### config.mk
export PLATFORM = sky130hd
export DESIGN_NAME = control_unit
export DESIGN_NICKNAME = d
export VERILOG_FILES = /design/src/rtl/cu_pkg.sv /design/src/rtl/cu_decode.sv /design/src/rtl/control_unit.sv
export SDC_FILE = /design/constraint.sdc
export NUM_CORES = 1
export LEC_CHECK = 0
export BUFFER_PORTS_ARGS = -buffer_cell sky130_fd_sc_hd__buf_2
export CORE_MARGIN = 2
export CORE_UTILIZATION = 40
export CTS_BUF_LIST = sky130_fd_sc_hd__clkbuf_16
export DETAILED_ROUTE_END_ITERATION = 6
export PLACE_DENSITY = 0.69
export RECOVER_POWER = 25
export SLEW_MARGIN = 20
export SYNTH_ARGS = -nofsm -noshare
export SYNTH_HDL_FRONTEND = slang
export SYNTH_SLANG_ARGS = --single-unit
export TNS_END_PERCENT = 20
### constraint.sdc
create_clock -name clk -period 2.65 [get_ports clk]
set_clock_uncertainty 0.05 [all_clocks]
set_input_delay 0.265 -clock clk [delete_from_list [all_inputs] [get_ports clk]]
set_output_delay 0.265 -clock clk [all_outputs]
set_load 0.03 [all_outputs]
### src/rtl/cu_pkg.sv
// Shared definitions for the accumulator-CPU control unit: control-bit indices,
// opcodes and the 5-bit state encoding.
package cu_pkg;

  localparam int CW = 32;

  localparam int CS_PC_INC   = 0;
  localparam int CS_PC_LOAD  = 1;
  localparam int CS_MAR_PC   = 2;
  localparam int CS_MBR_MEM  = 3;
  localparam int CS_IR_MBR   = 4;
  localparam int CS_MAR_MBR  = 5;
  localparam int CS_MEM_MBR  = 6;
  localparam int CS_MBR_ACC  = 7;
  localparam int CS_ACC_MBR  = 8;
  localparam int CS_ALU_ADD  = 9;
  localparam int CS_ALU_SUB  = 10;
  localparam int CS_ACC_ALU  = 11;
  localparam int CS_BR_MBR   = 12;
  localparam int CS_IR_CU    = 13;
  localparam int CS_HALT     = 14;

  localparam logic [7:0] OP_STORE  = 8'h01;
  localparam logic [7:0] OP_LOAD   = 8'h02;
  localparam logic [7:0] OP_ADD    = 8'h03;
  localparam logic [7:0] OP_SUB    = 8'h04;
  localparam logic [7:0] OP_JMP    = 8'h05;
  localparam logic [7:0] OP_JMPGEZ = 8'h06;
  localparam logic [7:0] OP_HALT   = 8'h07;

  typedef enum logic [4:0] {
    S_RST, S_F0, S_F1, S_F2, S_F3, S_O0, S_O1,
    S_ST0, S_ST1, S_ST2,
    S_LD0, S_LD1, S_LD2,
    S_AD0, S_AD1, S_AD2, S_AD3,
    S_SB0, S_SB1, S_SB2, S_SB3,
    S_JMP0, S_JGZ0, S_NOP0, S_HALT
  } state_t;

endpackage

### src/rtl/cu_decode.sv
// Combinational state -> control word. acc_neg only affects the JMPGEZ word.
module cu_decode
  import cu_pkg::*;
(
  input  logic [4:0]    state,
  input  logic          acc_neg,
  output logic [CW-1:0] cw
);

  always_comb begin
    cw = '0;
    case (state_t'(state))
      S_F0, S_O0: cw[CS_MAR_PC] = 1'b1;
      S_F1, S_O1, S_LD1, S_AD1, S_SB1: begin
        cw[CS_MBR_MEM] = (state_t'(state) == S_F1 || state_t'(state) == S_O1) ||
                         1'b1;
        cw[CS_PC_INC]  = (state_t'(state) == S_F1 || state_t'(state) == S_O1);
      end
      S_F2:   cw[CS_IR_MBR] = 1'b1;
      S_F3:   cw[CS_IR_CU]  = 1'b1;
      S_ST0, S_LD0, S_AD0, S_SB0: cw[CS_MAR_MBR] = 1'b1;
      S_ST1:  cw[CS_MBR_ACC] = 1'b1;
      S_ST2:  cw[CS_MEM_MBR] = 1'b1;
      S_LD2:  cw[CS_ACC_MBR] = 1'b1;
      S_AD2, S_SB2: cw[CS_BR_MBR] = 1'b1;
      S_AD3: begin
        cw[CS_ALU_ADD] = 1'b1;
        cw[CS_ACC_ALU] = 1'b1;
      end
      S_SB3: begin
        cw[CS_ALU_SUB] = 1'b1;
        cw[CS_ACC_ALU] = 1'b1;
      end
      S_JMP0: cw[CS_PC_LOAD] = 1'b1;
      // Branch taken only when the accumulator is non-negative.
      S_JGZ0: cw[CS_PC_LOAD] = ~acc_neg;
      S_HALT: cw[CS_HALT]    = 1'b1;
      default: cw = '0;
    endcase
  end

endmodule

### src/rtl/control_unit.sv
// Moore control unit: fetch, operand fetch, dispatch on op_q, execute.
// Optional macro CU_ILLEGAL_TRAP_EN: undefined opcodes halt and set illegal_op.
module control_unit
  import cu_pkg::*;
(
  input  logic          clk,
  input  logic          rst,
  input  logic [7:0]    ir_opcode,
  input  logic          acc_neg,
  output logic [CW-1:0] control_signal,
  output logic          halted,
  output logic          illegal_op
);

  state_t        state_q, state_d;
  logic [7:0]    op_q;
  logic [CW-1:0] cw_next;

  always_ff @(posedge clk or negedge rst) begin
    if (!rst) begin
      state_q <= S_RST;
      op_q    <= '0;
    end else begin
      state_q <= state_d;
      // The IR forwards the opcode one cycle after F3, so it is taken in O0.
      if (state_q == S_O0) op_q <= ir_opcode;
    end
  end

  always_comb begin
    state_d = state_q;
    case (state_q)
      S_RST:  state_d = S_F0;
      S_F0:   state_d = S_F1;
      S_F1:   state_d = S_F2;
      S_F2:   state_d = S_F3;
      S_F3:   state_d = S_O0;
      S_O0:   state_d = S_O1;
      S_O1: begin
        case (op_q)
          OP_STORE:  state_d = S_ST0;
          OP_LOAD:   state_d = S_LD0;
          OP_ADD:    state_d = S_AD0;
          OP_SUB:    state_d = S_SB0;
          OP_JMP:    state_d = S_JMP0;
          OP_JMPGEZ: state_d = S_JGZ0;
          OP_HALT:   state_d = S_HALT;
`ifdef CU_ILLEGAL_TRAP_EN
          default:   state_d = S_HALT;
`else
          default:   state_d = S_NOP0;
`endif
        endcase
      end
      S_ST0:  state_d = S_ST1;
      S_ST1:  state_d = S_ST2;
      S_LD0:  state_d = S_LD1;
      S_LD1:  state_d = S_LD2;
      S_AD0:  state_d = S_AD1;
      S_AD1:  state_d = S_AD2;
      S_AD2:  state_d = S_AD3;
      S_SB0:  state_d = S_SB1;
      S_SB1:  state_d = S_SB2;
      S_SB2:  state_d = S_SB3;
      S_ST2, S_LD2, S_AD3, S_SB3, S_JMP0, S_JGZ0, S_NOP0: state_d = S_F0;
      S_HALT: state_d = S_HALT;
      default: state_d = S_RST;
    endcase
  end

  // Decode the state being entered so the registered word matches the state.
  cu_decode u_decode (
    .state   (state_d),
    .acc_neg (acc_neg),
    .cw      (cw_next)
  );

  always_ff @(posedge clk or negedge rst) begin
    if (!rst) begin
      control_signal <= '0;
      halted         <= 1'b0;
    end else begin
      control_signal <= cw_next;
      halted         <= (state_d == S_HALT);
    end
  end

`ifdef CU_ILLEGAL_TRAP_EN
  logic illegal_q;
  always_ff @(posedge clk or negedge rst) begin
    if (!rst)
      illegal_q <= 1'b0;
    else if (state_q == S_O1 && state_d == S_HALT && op_q != OP_HALT)
      illegal_q <= 1'b1;
  end
  assign illegal_op = illegal_q;
`else
  assign illegal_op = 1'b0;
`endif

endmodule
==> out/qor.yml <==
outcome: "complete, no violations"
maxSlewViolCount: 0
dp_hpwl_um: 1920
antenna_found_initial: 0
syn_inst: 152
critPathCaptureType: "flop"
crit_type: "reg2reg"
yosysUniqueCellTypes: 46
cts_made_buffers: 3
hold_path.class: "in2reg"
path_delay_family: "simple AND/OR/NAND/NOR gates"
synth_edf_count: 0
ant_nets: 0
htreeDepth: 1
fin_crit_sh_pct: 86.7
stdcell_count: 218
clk_latency_ns: 0.26
path_max_fanout: 19
dieArea_mm2: 0.00446
firstDrtPassIters: 4
yosysSeqAreaShare_pct: 44.5
cpMaxStageDelayCell: "dfrtp_1"
ys_warn_count: 0
initial_utilization_pct: 42.4
grt_pass1_vias: 993
die_h_um: 66.8
ys.flop_type: "dfrtp_1"
antenna_cells: 0
start_kind: "flop"
fillers: 366
worstMarginPinSlew_ns: 1.44
syn_avg_cell_area_um2: 10.4
gr-total-overflow: 0
relSlewSlack_pct: 3.76
max_stage_delay_ns: 0.70
place_congestion: 0.840
leakage_nw: 0.806
numClockSinks: 28
async_flop_share_pct: 100
cap_violations: 0
max_freq_mhz: 435
setup_viol: 0
synth-seq-cells: 28
ios: 45
clk_pin_slew_ns: 0.06
layout_common_cells: "dfrtp_1, buf_2, conb_1, nor2_1, nand2_1"
syn_area_mm2: 0.00158
drive_gt1_share_pct: 25.9
placedCellCount: 214
fin_hold_ws_ns: 0.179
cts-root-buf: "clkbuf_16"
cts_buffer_depth: 2
rows: 22
critPathBufInv: 1
cp_cell_sequence: "and2b_1 > nand3_1 > o221a_2 > inv_1 > nand2_1 > or4_1 > nand4_1"
cts_tree: "built"
die_w_um: 66.8
cts_setup_buffers: 0
grt_max_degree: 29
drt_iter0_drc: 29
ir_drop_mv: 0.533
cp.arrival_ns: 2.45
hold_viol: 0
portBuffers: 26
powerDensity_mw_per_mm2: 1240
vias: 1083
nNetsFinal: 183
routedWlPerCell_um: 12.6
drc_errors: 0
route.detailed.vias_per_inst: 4.97
final_util_pct: 45.5
min_period_ns: 2.30
grt_use_total_pct: 13.8
final_common_cell: "dfrtp_1"
core_mm2: 0.00372
fin_tns_setup_ns: 0
totalWireLength_um: 2740
critical_path_required_ns: 2.80
grt_pass1_wl_um: 4570
rsz0062_at_grt: "no"
syn_to_final_growth_pct: 7.23
Yosys cell counts, types with 2 or more instances:
cell / number / area share, %
dfrtp_1: 28 / 44
buf_4: 19 / 9.1
o21ai_0: 3 / 0.95
xor2_1: 2 / 1.1
o211ai_2: 2 / 1.6
and2b_1: 2 / 0.95
or3_1: 3 / 1.2
nand4b_1: 2 / 1.1
nor4_1: 3 / 1.2
nand4_1: 2 / 0.79
buf_6: 5 / 3.6
or2_2: 2 / 0.79
a22oi_1: 2 / 0.95
buf_2: 3 / 0.95
nor3_1: 5 / 1.6
mux2_2: 8 / 5.7
a221o_1: 2 / 1.3
xnor2_1: 2 / 1.1
nand2_1: 10 / 2.4
inv_1: 5 / 1.2
nand2b_1: 3 / 1.2
a21oi_1: 4 / 1.3
nor2_1: 10 / 2.4
nand3_1: 3 / 0.95
routing by layer:
layer,track usage (%),vias up,share of wire (%)
met3,3.04,5,6.3
met1,17.4,500,45
li1,-,533,-
met4,7.65,0,2.6
met2,21.9,45,46
met5,0,-,0
worst register-to-register path: stages (launching register included):
cell and delay, ns:
dfrtp_1 0.70, and2b_1 0.26, nand3_1 0.19, o221a_2 0.37
inv_1 0.11, nand2_1 0.06, or4_1 0.40, nand4_1 0.10
per-stage QoR:
step | setup slack, ns | area (um2) | power (mW)
floorplan | 0.617 | 1640 | 1.66
global placement | 0.443 | 1610 | 1.75
detailed placement | 0.400 | 1610 | 1.77
CTS | 0.385 | 1690 | 2.11
global route | 0.173 | 1690 | 2.27
finish | 0.352 | 1690 | 2.10
cells by family (layout without fill, tap and decap cells):
| group | Yosys count | after routing | share of synthesized area (%) |
|---|---|---|---|
| compound gates | 23 | 23 | 11.8 |
| buf+inv | 34 | 35 | 15.3 |
| simple gates | 53 | 53 | 19.5 |
| mux | 9 | 9 | 6.35 |
| flops | 28 | 28 | 44.5 |
| xor+xnor | 4 | 4 | 2.22 |
| other cells | 1 | 18 | 0.238 |
path summary, 6_finish.rpt:
path | startpoint | endpoint | slack, ns | depth (start not counted)
setup / recovery | state_q[1]$_DFF_PN0_ | control_signal[5]$_DFF_PN0_ | 0.35 | 7
hold / removal | ir_opcode[2] | op_q[2]$_DFFE_PN0P_ | 0.18 | 2
setup reg to reg | state_q[1]$_DFF_PN0_ | control_signal[5]$_DFF_PN0_ | 0.35 | 7
hold reg to reg | op_q[7]$_DFFE_PN0P_ | op_q[7]$_DFFE_PN0P_ | 0.49 | 1
max in group asynchronous | rst | state_q[4]$_DFF_PN0_ | 0.88 | 2
min in group asynchronous | rst | control_signal[11]$_DFF_PN0_ | 0.82 | 2
what timing repair did:
action	in CTS	in global routing
resized for setup	0	0
hold buffers	1	0
hold endpoints to repair	28	0
power by group:
part,leakage (nW),internal (mW),total (mW),switching [mW]
logic,0.408,0.390,0.968,0.577
registers,0.361,0.575,0.800,0.225
clock network,0.0370,0.200,0.334,0.134
total,0.806,1.17,2.10,0.936
layout make-up:
type                       instances  area [um2]  share of cell area [%]
inverter                           5        18.8                    1.11
timing repair buffer              27         138                    8.15
sequential                        28         701                    41.5
multi-input combinational        107         697                    41.3
clock buffer                       3        75.1                    4.44
tap                               48        60.1                    3.56
registers in the layout, indices dropped and copies added, names as in the netlist:
signal          count
state_q             5
halted              1
control_signal     14
op_q                8
No activity file was read; power rests on OpenSTA's default activity.
